### config.mk
export PLATFORM = sky130hd
export DESIGN_NAME = uart_core_flat
export DESIGN_NICKNAME = d
export VERILOG_FILES = /design/src/rtl/uart_pkg.sv /design/src/rtl/uart_if.sv /design/src/rtl/uart_tick_gen.sv /design/src/rtl/uart_core.sv /design/src/flat_wrapper.sv
export SDC_FILE = /design/constraint.sdc
export NUM_CORES = 1
export LEC_CHECK = 0
export ABC_AREA = 1
export CAP_MARGIN = 30
export CORE_MARGIN = 1.5
export CORE_UTILIZATION = 50
export DETAILED_ROUTE_END_ITERATION = 10
export GPL_TIMING_DRIVEN = 0
export PLACE_DENSITY_LB_ADDON = 0.2
export SETUP_SLACK_MARGIN = 0.05
export SYNTH_ARGS = -nofsm -noshare
export SYNTH_HDL_FRONTEND = slang
export SYNTH_SLANG_ARGS = --single-unit
### constraint.sdc
create_clock -name clk -period 1.4 [get_ports clk]
set_input_delay 0.42 -clock clk [delete_from_list [all_inputs] [get_ports clk]]
set_output_delay 0.42 -clock clk [all_outputs]
set_load 0.02 [all_outputs]
### src/rtl/uart_pkg.sv
// uart_pkg -- shared definitions for the UART core.
//   FRAME_DATA_BITS : data bits per frame (8N1 framing)
//   STOP_LEVEL      : line level of the stop bit (and of the idle line)
//   tx_state_e      : transmitter FSM states
//   rx_state_e      : receiver FSM states
//   calc_div()      : clocks per bit for a given clock / baud pair
package uart_pkg;

  localparam int FRAME_DATA_BITS = 8;
  localparam logic STOP_LEVEL = 1'b1;

  typedef enum logic [1:0] {
    TX_IDLE  = 2'd0,
    TX_START = 2'd1,
    TX_DATA  = 2'd2,
    TX_STOP  = 2'd3
  } tx_state_e;

  typedef enum logic [1:0] {
    RX_IDLE  = 2'd0,
    RX_START = 2'd1,
    RX_DATA  = 2'd2,
    RX_STOP  = 2'd3
  } rx_state_e;

  // Integer clocks-per-bit; callers rely on the result being >= 4.
  function automatic int calc_div(input int clk_freq, input int baud_rate);
    return clk_freq / baud_rate;
  endfunction

endpackage

### src/rtl/uart_if.sv
// uart_if -- signal bundle between the UART core and its user.
//   tx_data/tx_send       : byte + single-cycle transmit request
//   tx/tx_busy            : serial output and transmitter busy flag
//   rx                    : serial input (asynchronous to clk)
//   rx_data/rx_ready      : received byte + one-cycle valid pulse
//   baud_tick             : one-cycle pulse per bit period
//   rx_frame_err          : stop-bit error pulse, only when UART_FRAME_ERR_EN is defined
// Modports: master = user side, slave = uart_core side.
interface uart_if;
  import uart_pkg::*;

  logic [FRAME_DATA_BITS-1:0] tx_data;
  logic                       tx_send;
  logic                       tx;
  logic                       tx_busy;
  logic                       rx;
  logic [FRAME_DATA_BITS-1:0] rx_data;
  logic                       rx_ready;
  logic                       baud_tick;
`ifdef UART_FRAME_ERR_EN
  logic                       rx_frame_err;
`endif

  modport master (
    output tx_data, tx_send, rx,
    input  tx, tx_busy, rx_data, rx_ready, baud_tick
`ifdef UART_FRAME_ERR_EN
    , input rx_frame_err
`endif
  );

  modport slave (
    input  tx_data, tx_send, rx,
    output tx, tx_busy, rx_data, rx_ready, baud_tick
`ifdef UART_FRAME_ERR_EN
    , output rx_frame_err
`endif
  );

endinterface

### src/rtl/uart_tick_gen.sv
// uart_tick_gen -- free-running baud divider.
//   clk       : rising-edge clock
//   reset     : asynchronous active-low reset
//   baud_tick : registered one-cycle pulse while the counter sits at DIV-1
// DIV = CLK_FREQ / BAUD_RATE must be at least 4.
module uart_tick_gen
  import uart_pkg::*;
#(
  parameter int CLK_FREQ  = 100_000,
  parameter int BAUD_RATE = 9600
) (
  input  logic clk,
  input  logic reset,
  output logic baud_tick
);

  localparam int DIV   = calc_div(CLK_FREQ, BAUD_RATE);
  localparam int CNT_W = $clog2(DIV);
  localparam logic [CNT_W-1:0] CNT_LAST = CNT_W'(DIV - 1);
  localparam logic [CNT_W-1:0] CNT_PRE  = CNT_W'(DIV - 2);

  logic [CNT_W-1:0] cnt_r;
  logic [CNT_W-1:0] cnt_s;
  logic             tick_r;
  logic             tick_s;

  // Next count and tick; the tick is decoded one count early so the
  // registered pulse lines up with the cycle the counter equals DIV-1.
  always_comb begin
    cnt_s  = cnt_r;
    tick_s = 1'b0;
    if (cnt_r == CNT_LAST) begin
      cnt_s = '0;
    end else begin
      cnt_s = cnt_r + CNT_W'(1);
    end
    if (cnt_r == CNT_PRE) begin
      tick_s = 1'b1;
    end else begin
      tick_s = 1'b0;
    end
  end

  // Counter and tick registers.
  always_ff @(posedge clk or negedge reset) begin
    if (!reset) begin
      cnt_r  <= '0;
      tick_r <= 1'b0;
    end else begin
      cnt_r  <= cnt_s;
      tick_r <= tick_s;
    end
  end

  assign baud_tick = tick_r;

endmodule

### src/rtl/uart_core.sv
// uart_core -- 8N1 UART transmitter and receiver sharing one baud divider.
//   clk   : rising-edge clock
//   reset : asynchronous active-low reset
//   bus   : uart_if.slave (tx_data, tx_send, tx, tx_busy, rx, rx_data,
//           rx_ready, baud_tick, and rx_frame_err when UART_FRAME_ERR_EN is defined)
// TX steps one bit per baud_tick. RX has its own bit timer started on a
// synchronized falling edge and samples at bit midpoints.
// Optional feature macro: UART_FRAME_ERR_EN (adds rx_frame_err).
module uart_core
  import uart_pkg::*;
#(
  parameter int CLK_FREQ  = 100_000,
  parameter int BAUD_RATE = 9600
) (
  input logic  clk,
  input logic  reset,
  uart_if.slave bus
);

  localparam int DIV   = calc_div(CLK_FREQ, BAUD_RATE);
  localparam int TMR_W = $clog2(DIV);
  localparam int BIT_W = $clog2(FRAME_DATA_BITS);
  localparam logic [TMR_W-1:0] TMR_HALF = TMR_W'(DIV / 2 - 1);
  localparam logic [TMR_W-1:0] TMR_FULL = TMR_W'(DIV - 1);
  localparam logic [BIT_W-1:0] BIT_LAST = BIT_W'(FRAME_DATA_BITS - 1);

  logic tick_s;

  uart_tick_gen #(
    .CLK_FREQ (CLK_FREQ),
    .BAUD_RATE(BAUD_RATE)
  ) u_tick_gen (
    .clk      (clk),
    .reset    (reset),
    .baud_tick(tick_s)
  );

  // ---------------------------------------------------------------- TX
  tx_state_e                  tx_state_r, tx_state_s;
  logic [FRAME_DATA_BITS-1:0] tx_shift_r, tx_shift_s;
  logic [BIT_W-1:0]           tx_bit_r,   tx_bit_s;
  logic                       tx_line_r,  tx_line_s;
  logic                       tx_busy_r,  tx_busy_s;

  // TX next state: accept only while not busy, then move one bit per tick.
  always_comb begin
    tx_state_s = tx_state_r;
    tx_shift_s = tx_shift_r;
    tx_bit_s   = tx_bit_r;
    tx_line_s  = tx_line_r;
    tx_busy_s  = tx_busy_r;
    case (tx_state_r)
      TX_IDLE: begin
        if (!tx_busy_r) begin
          if (bus.tx_send) begin
            tx_shift_s = bus.tx_data;
            tx_busy_s  = 1'b1;
          end else begin
            tx_busy_s  = 1'b0;
          end
        end else if (tick_s) begin
          tx_state_s = TX_START;
          tx_line_s  = 1'b0;
        end else begin
          tx_state_s = TX_IDLE;
        end
      end
      TX_START: begin
        if (tick_s) begin
          tx_state_s = TX_DATA;
          tx_bit_s   = '0;
          tx_line_s  = tx_shift_r[0];
        end else begin
          tx_state_s = TX_START;
        end
      end
      TX_DATA: begin
        if (tick_s) begin
          if (tx_bit_r == BIT_LAST) begin
            tx_state_s = TX_STOP;
            tx_line_s  = STOP_LEVEL;
          end else begin
            tx_shift_s = {1'b0, tx_shift_r[FRAME_DATA_BITS-1:1]};
            tx_line_s  = tx_shift_r[1];
            tx_bit_s   = tx_bit_r + BIT_W'(1);
          end
        end else begin
          tx_state_s = TX_DATA;
        end
      end
      TX_STOP: begin
        if (tick_s) begin
          tx_state_s = TX_IDLE;
          tx_busy_s  = 1'b0;
          tx_line_s  = STOP_LEVEL;
        end else begin
          tx_state_s = TX_STOP;
        end
      end
      default: begin
        tx_state_s = TX_IDLE;
        tx_busy_s  = 1'b0;
        tx_line_s  = STOP_LEVEL;
      end
    endcase
  end

  // TX state and output registers.
  always_ff @(posedge clk or negedge reset) begin
    if (!reset) begin
      tx_state_r <= TX_IDLE;
      tx_shift_r <= '0;
      tx_bit_r   <= '0;
      tx_line_r  <= 1'b1;
      tx_busy_r  <= 1'b0;
    end else begin
      tx_state_r <= tx_state_s;
      tx_shift_r <= tx_shift_s;
      tx_bit_r   <= tx_bit_s;
      tx_line_r  <= tx_line_s;
      tx_busy_r  <= tx_busy_s;
    end
  end

  assign bus.tx      = tx_line_r;
  assign bus.tx_busy = tx_busy_r;

  // ---------------------------------------------------------------- RX
  logic rx_sync1_r, rx_sync2_r, rx_prev_r;
  logic rx_fall_s;

  // Two-flop synchronizer plus a delayed copy for falling-edge detection;
  // all reset to the idle line level so reset never looks like a start bit.
  always_ff @(posedge clk or negedge reset) begin
    if (!reset) begin
      rx_sync1_r <= 1'b1;
      rx_sync2_r <= 1'b1;
      rx_prev_r  <= 1'b1;
    end else begin
      rx_sync1_r <= bus.rx;
      rx_sync2_r <= rx_sync1_r;
      rx_prev_r  <= rx_sync2_r;
    end
  end

  assign rx_fall_s = rx_prev_r & ~rx_sync2_r;

  rx_state_e                  rx_state_r, rx_state_s;
  logic [TMR_W-1:0]           rx_tmr_r,   rx_tmr_s;
  logic [BIT_W-1:0]           rx_bit_r,   rx_bit_s;
  logic [FRAME_DATA_BITS-1:0] rx_shift_r, rx_shift_s;
  logic [FRAME_DATA_BITS-1:0] rx_data_r,  rx_data_s;
  logic                       rx_ready_r, rx_ready_s;
`ifdef UART_FRAME_ERR_EN
  logic                       frame_err_r, frame_err_s;
`endif

  // RX next state. The timer counts cycles since the falling edge was
  // registered: the start bit is checked at its midpoint, every later
  // sample follows DIV clocks after the previous one.
  always_comb begin
    rx_state_s = rx_state_r;
    rx_tmr_s   = rx_tmr_r + TMR_W'(1);
    rx_bit_s   = rx_bit_r;
    rx_shift_s = rx_shift_r;
    rx_data_s  = rx_data_r;
    rx_ready_s = 1'b0;
`ifdef UART_FRAME_ERR_EN
    frame_err_s = 1'b0;
`endif
    case (rx_state_r)
      RX_IDLE: begin
        rx_tmr_s = '0;
        if (rx_fall_s) begin
          rx_state_s = RX_START;
        end else begin
          rx_state_s = RX_IDLE;
        end
      end
      RX_START: begin
        if (rx_tmr_r == TMR_HALF) begin
          rx_tmr_s = '0;
          rx_bit_s = '0;
          // A high line at mid-start is a glitch: drop it silently.
          if (rx_sync2_r == 1'b0) begin
            rx_state_s = RX_DATA;
          end else begin
            rx_state_s = RX_IDLE;
          end
        end else begin
          rx_state_s = RX_START;
        end
      end
      RX_DATA: begin
        if (rx_tmr_r == TMR_FULL) begin
          rx_tmr_s   = '0;
          rx_shift_s = {rx_sync2_r, rx_shift_r[FRAME_DATA_BITS-1:1]};
          if (rx_bit_r == BIT_LAST) begin
            rx_state_s = RX_STOP;
          end else begin
            rx_bit_s   = rx_bit_r + BIT_W'(1);
          end
        end else begin
          rx_state_s = RX_DATA;
        end
      end
      RX_STOP: begin
        if (rx_tmr_r == TMR_FULL) begin
          rx_tmr_s   = '0;
          rx_state_s = RX_IDLE;
          if (rx_sync2_r == STOP_LEVEL) begin
            rx_data_s  = rx_shift_r;
            rx_ready_s = 1'b1;
          end else begin
`ifdef UART_FRAME_ERR_EN
            frame_err_s = 1'b1;
`else
            rx_data_s   = rx_data_r;
`endif
          end
        end else begin
          rx_state_s = RX_STOP;
        end
      end
      default: begin
        rx_state_s = RX_IDLE;
        rx_tmr_s   = '0;
      end
    endcase
  end

  // RX state, datapath and output registers.
  always_ff @(posedge clk or negedge reset) begin
    if (!reset) begin
      rx_state_r <= RX_IDLE;
      rx_tmr_r   <= '0;
      rx_bit_r   <= '0;
      rx_shift_r <= '0;
      rx_data_r  <= '0;
      rx_ready_r <= 1'b0;
    end else begin
      rx_state_r <= rx_state_s;
      rx_tmr_r   <= rx_tmr_s;
      rx_bit_r   <= rx_bit_s;
      rx_shift_r <= rx_shift_s;
      rx_data_r  <= rx_data_s;
      rx_ready_r <= rx_ready_s;
    end
  end

`ifdef UART_FRAME_ERR_EN
  // Frame-error pulse register.
  always_ff @(posedge clk or negedge reset) begin
    if (!reset) begin
      frame_err_r <= 1'b0;
    end else begin
      frame_err_r <= frame_err_s;
    end
  end

  assign bus.rx_frame_err = frame_err_r;
`endif

  assign bus.rx_data   = rx_data_r;
  assign bus.rx_ready  = rx_ready_r;
  assign bus.baud_tick = tick_s;

endmodule

### src/flat_wrapper.sv
// flat-port wrapper written by rule: the top's interface ports become plain ports
module uart_core_flat import uart_pkg::*;
#(
  parameter int CLK_FREQ  = 100_000,
  parameter int BAUD_RATE = 9600
)
  (clk, reset, bus_tx_data, bus_tx_send, bus_rx, bus_tx, bus_tx_busy, bus_rx_data, bus_rx_ready, bus_baud_tick);
  uart_if bus_i ();
  input logic clk;
  input logic reset;
  input wire logic [$bits(bus_i.tx_data)-1:0] bus_tx_data;
  input wire logic [$bits(bus_i.tx_send)-1:0] bus_tx_send;
  input wire logic [$bits(bus_i.rx)-1:0] bus_rx;
  output wire logic [$bits(bus_i.tx)-1:0] bus_tx;
  output wire logic [$bits(bus_i.tx_busy)-1:0] bus_tx_busy;
  output wire logic [$bits(bus_i.rx_data)-1:0] bus_rx_data;
  output wire logic [$bits(bus_i.rx_ready)-1:0] bus_rx_ready;
  output wire logic [$bits(bus_i.baud_tick)-1:0] bus_baud_tick;
  assign bus_i.tx_data = bus_tx_data;
  assign bus_i.tx_send = bus_tx_send;
  assign bus_i.rx = bus_rx;
  assign bus_tx = bus_i.tx;
  assign bus_tx_busy = bus_i.tx_busy;
  assign bus_rx_data = bus_i.rx_data;
  assign bus_rx_ready = bus_i.rx_ready;
  assign bus_baud_tick = bus_i.baud_tick;
  uart_core #(.CLK_FREQ(CLK_FREQ), .BAUD_RATE(BAUD_RATE)) u_core (.clk(clk), .reset(reset), .bus(bus_i));
endmodule
==> flow_summary.ini, run 1 <==
[run_status]
status = complete, but fails checks
violations = setup timing

[cells_and_area]
fin_area_um2 = 3024
antennaDiodeCount = 0
drive_gt1_share_pct = 34.82
layout.nets = 331
area_growth_syn_to_layout_pct = 34.58
finish.utilization_pct = 69.45

[route]
post_drt_wl_per_cell_um = 12.10
first_pass_iters = 4
drc_errors = 0
post_drt_via_cell_ratio = 5.005
postRouteAntennaNets = 0
routed_wl_um = 4415
dr_total_vias = 1827
drt_iter0_drc = 78

[synth]
synth.avg_cell_area_um2 = 8.544
netlist_area_um2 = 2247
synth_cell_type_count = 25
ys.warnings.count = 0
syn_nets = 282
yosysSeqAreaShare_pct = 54.79
synth_seq_cells = 49
syn-instance-count = 263

[min_path]
hold_path.class = input pin to asynchronous set/reset pin

[clock_tree]
cts.sinks = 49
insertion_delay_ns = 0.30
path_clk_slew_ns = 0.09
cts_tree = yes
cts_made_buffers = 5
htree_levels = 2
cts_root_buf = clkbuf_8
clk_path_buf_depth = 2

[sta]
skew_ns = 0.009039
tightestPinTransition_ns = 0.3826
hold_ws_ns = 0.02305
grt_setup_unrepaired = true
hold_viol_final = 0
fin_ws_ns = -0.03307
finalCritPeriodShare_pct = 102.4
layout_min_cycle_time_ns = 1.433
max_freq_ghz = 0.6978
timing.slew.headroom_pct = 74.49
report.final.slew_viol_count = 0
setup-violations-final = 18

[placed_design]
placed_cell_area_um2 = 2589
numPortBuffers = 23
pre_cts_ws_ns = -0.2297
dp_hpwl_um = 2701
gp_congestion = 0.7853

[critical_path]
r2r_start = u_core.rx_tmr_r[1]
cp_common_cell = buf_6
crit_arrival_ns = 1.63
reg2reg_setup_slack_ns = -0.03
slowest_delay_ns = 0.39
endpoint_kind = register
worstPathCellList = inv_2 > ha_4 > nand2_4 > nor2_4 > buf_6 > nand2_8 > buf_6 > nand2_2 > o21ai_2
timing.rr.end = u_core.rx_shift_r[5]
critPathRequiredTime_ns = 1.59
critPathSlowestCell = dfrtp_1
critPathLaunchType = register
ff2ff_path_depth = 9
cp_max_fo = 5
critPathKind = register to register

[global_route]
grt_pass1_vias = 1759
grt.overflow.total = 0
antenna_found_initial = 0
grt_max_degree = 35
grt_pass1_wl_um = 7465
track_usage_pct = 19.11

[power_and_ir_drop]
leakage_nw = 1.518
netSwitchingPower_w = 0.001668
p_clk_share_pct = 18.0
intPower_w = 0.002731
power_density_nw_per_um2 = 1454
ir_drop_v = 0.0008435
power_w = 0.004398
comb_power_share_pct = 38.8
seqPwrFrac_pct = 43.1
p_sw_share_pct = 37.92

[die]
core_um2 = 4354
ios = 24
die_y_um = 70.04
rows = 24
start_util_pct = 51.61
die-area_um2 = 4906
die_w_um = 70.04

[flow_run]
drv_cap = 0
logic make-up (layout without fill, tap and decap cells):
| kind of cell | after synthesis | count (layout) | synth area share (%) |
|---|---|---|---|
| fa+ha+maj | 7 | 7 | 3.897 |
| xor+xnor | 2 | 2 | 0.7797 |
| compound gates | 32 | 32 | 7.573 |
| simple gates | 138 | 139 | 26.56 |
| buf+inv | 35 | 84 | 6.403 |
| flops | 49 | 49 | 54.79 |
registers in the layout, summed over array words and instances, names as in the netlist:
| name | cells |
|---|---|
| u_core.rx_tmr_r | 4 |
| u_core.rx_sync1_r | 1 |
| u_core.tx_shift_r | 8 |
| u_core.bus.rx_data | 8 |
| u_core.bus.rx_ready | 1 |
| u_core.u_tick_gen.baud_tick | 1 |
| u_core.rx_bit_r | 3 |
| u_core.rx_state_r | 2 |
| u_core.tx_state_r | 2 |
| u_core.bus.tx | 1 |
| u_core.tx_bit_r | 3 |
| u_core.bus.tx_busy | 1 |
| u_core.rx_shift_r | 8 |
| u_core.rx_sync2_r | 1 |
| u_core.rx_prev_r | 1 |
| u_core.u_tick_gen.cnt_r | 4 |
cells in the final DEF (no fill, tap or decap), types with 3 or more instances in the layout:
cell              n
nand2_1          64
dfrtp_1          42
inv_1            28
nand2_2          22
nor2_1           19
nand3_1          15
buf_4            12
buf_2            12
o21ai_2          11
clkdlybuf4s50_1  10
buf_6             8
o21ai_1           8
nand2_4           6
clkbuf_8          5
o21ai_0           4
ha_4              4
dfstp_2           4
nor2_4            3
nor2_2            3
a21oi_1           3
inv_2             3
ha_1              3
dfrtp_2           3
worst max-delay path by stage:
| stage | start | end | slack (ns) | cells after the start |
|---|---|---|---|---|
| 2_1_floorplan | u_core.rx_tmr_r[1] | u_core.bus.rx_data[7] | 0.04 | 8 |
| 3_3_place_gp | reset | u_core.rx_tmr_r[0] | -1.45 | 1 |
| 3_5_place_dp | bus_tx_send | u_core.tx_shift_r[0] | -0.23 | 6 |
| 4_1_cts | u_core.tx_bit_r[0] | u_core.tx_shift_r[0] | 0.002 | 8 |
| 5_1_grt | u_core.tx_bit_r[1] | u_core.tx_shift_r[0] | -0.09 | 8 |
| 6_report | u_core.rx_tmr_r[1] | u_core.rx_shift_r[5] | -0.03 | 9 |
power by group through the flow:
stage	Sequential (W)	Clock [W]	Combinational [W]
after detailed placement	0.00188	0	0.00123
after global placement	0.00187	0	0.00120
after global routing	0.00193	0.000881	0.00194
after CTS	0.00185	0.000827	0.00145
after floorplan	0.00186	0	0.000931
final	0.00190	0.000794	0.00171
critical path, delay by kind of cell (launching register included):
family          cells  cell delay, ns
flops               1            0.39
buf+inv             3            0.38
simple gates        4            0.38
fa+ha+maj           1            0.13
compound gates      1            0.05
cell type report:
| cell class | instances | area [µm²] |
|---|---|---|
| Clock buffer | 7 | 76.32 |
| Tap cell | 52 | 65.06 |
| Multi-Input combinational cell | 180 | 1137 |
| Inverter | 32 | 125.1 |
| Clock inverter | 1 | 5.005 |
| Sequential cell | 49 | 1235 |
| Fill cell | 352 | 1330 |
| Buffer | 3 | 30.03 |
| Timing Repair Buffer | 41 | 350.3 |
timing repair:
action / in CTS / in global routing
setup endpoints to repair: 43 / 40
setup buffers: 11 / 4
hold buffers: 0 / 0
gates cloned: 1 / 2
resized for setup: 84 / 59
pin swaps: 7 / 11
stage by stage:
step                      cells  TNS [ns]
after floorplan             263         0
after global placement      338    -71.78
after detailed placement    339    -3.365
after CTS                   359         0
after global routing        365    -2.129
final                       365   -0.1833
layer usage:
metal  share of wire (%)  track usage (%)
met1                  45            24.43
met4                 1.5            8.333
met3                 2.4            3.463
met5                   0                0
met2                  51            31.85
cell usage after synthesis:
master / instances / area share (%)
a21oi_1: 4 / 0.89
nand3_1: 18 / 4.0
o21ai_2: 1 / 0.39
xor2_1: 1 / 0.39
nor2_4: 3 / 1.5
nand2_2: 2 / 0.56
nand2_1: 90 / 15
o211ai_1: 1 / 0.33
ha_1: 7 / 3.9
nand4_4: 1 / 0.95
o21a_1: 1 / 0.33
nor2_2: 1 / 0.28
nor3_1: 1 / 0.22
buf_2: 1 / 0.22
nor2_1: 21 / 3.5
inv_2: 1 / 0.17
buf_4: 1 / 0.33
nand2_4: 1 / 0.50
xnor2_1: 1 / 0.39
buf_6: 1 / 0.50
inv_1: 31 / 5.2
dfrtp_1: 45 / 50
o22ai_1: 1 / 0.28
dfstp_2: 4 / 4.7
o21ai_0: 24 / 5.3
(Power assumes the default switching activity.)
==> inputs of run 2 (changes only) <==
Settings changed: MAX_ROUTING_LAYER set to met4.
==> flow_summary.ini, run 2 (synthesis gave the netlist of run 1 again) <==
[run_status]
status = complete, but fails checks
violations = setup timing

[sta]
layout_min_cycle_time_ns = 1.433
timing.slew.headroom_pct = 74.54
report.final.slew_viol_count = 0
skew_ns = 0.009119
hold_ws_ns = 0.02370
tightestPinTransition_ns = 0.3820
max_freq_ghz = 0.6977
setup-violations-final = 18
grt_setup_unrepaired = true
fin_ws_ns = -0.03338
finalCritPeriodShare_pct = 102.4
hold_viol_final = 0

[min_path]
hold_path.class = input pin to asynchronous set/reset pin

[placed_design]
pre_cts_ws_ns = -0.2297
numPortBuffers = 23
place_inst = 339
dp_hpwl_um = 2701
gp_congestion = 0.7962

[power_and_ir_drop]
comb_power_share_pct = 38.8
intPower_w = 0.002731
p_sw_share_pct = 37.90
power_density_nw_per_um2 = 1454
ir_drop_v = 0.0008434
leakage_nw = 1.518
p_clk_share_pct = 18.0
netSwitchingPower_w = 0.001667
seqPwrFrac_pct = 43.1
power_w = 0.004398

[global_route]
grt_pass1_wl_um = 7479
grt_max_degree = 35
grt.overflow.total = 0
grt_pass1_vias = 1758
antenna_found_initial = 0
track_usage_pct = 19.75

[die]
rows = 24
ios = 24
start_util_pct = 51.61
core_um2 = 4354
die-area_um2 = 4906
die_w_um = 70.04
die_y_um = 70.04

[cells_and_area]
layout_common_cells = nand2_1 (64), dfrtp_1 (42), inv_1 (28)
finish.utilization_pct = 69.45
drive_gt1_share_pct = 34.82
layout.cells.most_common = nand2_1
layout.nets = 331
fill_cells = 352
antennaDiodeCount = 0
area_growth_syn_to_layout_pct = 34.58
layout.cells.non_filler = 365

[clock_tree]
cts.sinks = 49
clk_path_buf_depth = 2
path_clk_slew_ns = 0.09
cts_tree = yes
cts_made_buffers = 5
insertion_delay_ns = 0.30
cts_root_buf = clkbuf_8
ctsHoldBuffers = 0
htree_levels = 2

[critical_path]
crit_arrival_ns = 1.63
critPathRequiredTime_ns = 1.59
cp_top_family = flip-flops
critPathKind = register to register
critPathSlowestCell = dfrtp_1
cp_common_cell = buf_6
cp.buffers_inverters = 3
slowest_delay_ns = 0.39
cp_max_fo = 5
endpoint_kind = register
worstPathCellList = inv_2 > ha_4 > nand2_4 > nor2_4 > buf_6 > nand2_8 > buf_6 > nand2_2 > o21ai_2
critPathLaunchType = register

[route]
first_pass_iters = 4
postRouteAntennaNets = 0
drc_errors = 0
post_drt_via_cell_ratio = 5.003
dr_total_vias = 1826
post_drt_wl_per_cell_um = 12.11
drt_iter0_drc = 83
routed_wl_um = 4419

[flow_run]
drv_cap = 0
run 2: per-layer routing:
metal	up-vias	part of all wire [%]	track usage, %
met3	4	2.5	3.896
met2	25	52	31.85
li1	924	-	-
met5	-	0	-
met1	873	45	24.43
met4	0	0.95	8.333
run 2: what timing repair did:
item	in CTS	in global routing
cloned	1	2
endpoints found under the setup margin	43	40
gates resized for setup	84	59
buffers inserted	11	4
pin swaps	7	11
run 2: worst paths after layout:
check	endpoint	cells past startpoint	startpoint	slack [ns]
max reg2reg	u_core.rx_shift_r[5]	9	u_core.rx_tmr_r[1]	-0.03
min	u_core.tx_shift_r[4]	1	reset	0.02
min reg2reg	u_core.rx_sync2_r	0	u_core.rx_sync1_r	0.36
max	u_core.rx_shift_r[5]	9	u_core.rx_tmr_r[1]	-0.03
max in group asynchronous	u_core.rx_prev_r	2	reset	0.79
min in group clk	u_core.rx_sync2_r	0	u_core.rx_sync1_r	0.36
run 2: area by class of cell:
type,instances,area (µm²),share of cell area (%)
Buffer,3,30.03,0.9930
Clock buffer,7,76.32,2.524
Clock inverter,1,5.005,0.1655
Inverter,32,125.1,4.137
Multi-Input combinational cell,180,1137,37.61
Sequential cell,49,1235,40.84
Tap cell,52,65.06,2.151
Timing Repair Buffer,41,350.3,11.58
run 2: per-stage QoR:
step                setup TNS [ns]  area (µm²)
floorplan                        0        2278
global placement            -71.78        2574
detailed placement          -3.365        2589
CTS                              0        2781
global route                -2.131        3024
finish                     -0.1859        3024
run 2: power groups by stage:
stage	registers [W]	logic (W)	clock network [W]
floorplan	0.00186	0.000931	0
global placement	0.00187	0.00120	0
detailed placement	0.00188	0.00123	0
CTS	0.00185	0.00145	0.000827
global route	0.00193	0.00194	0.000884
finish	0.00190	0.00171	0.000793
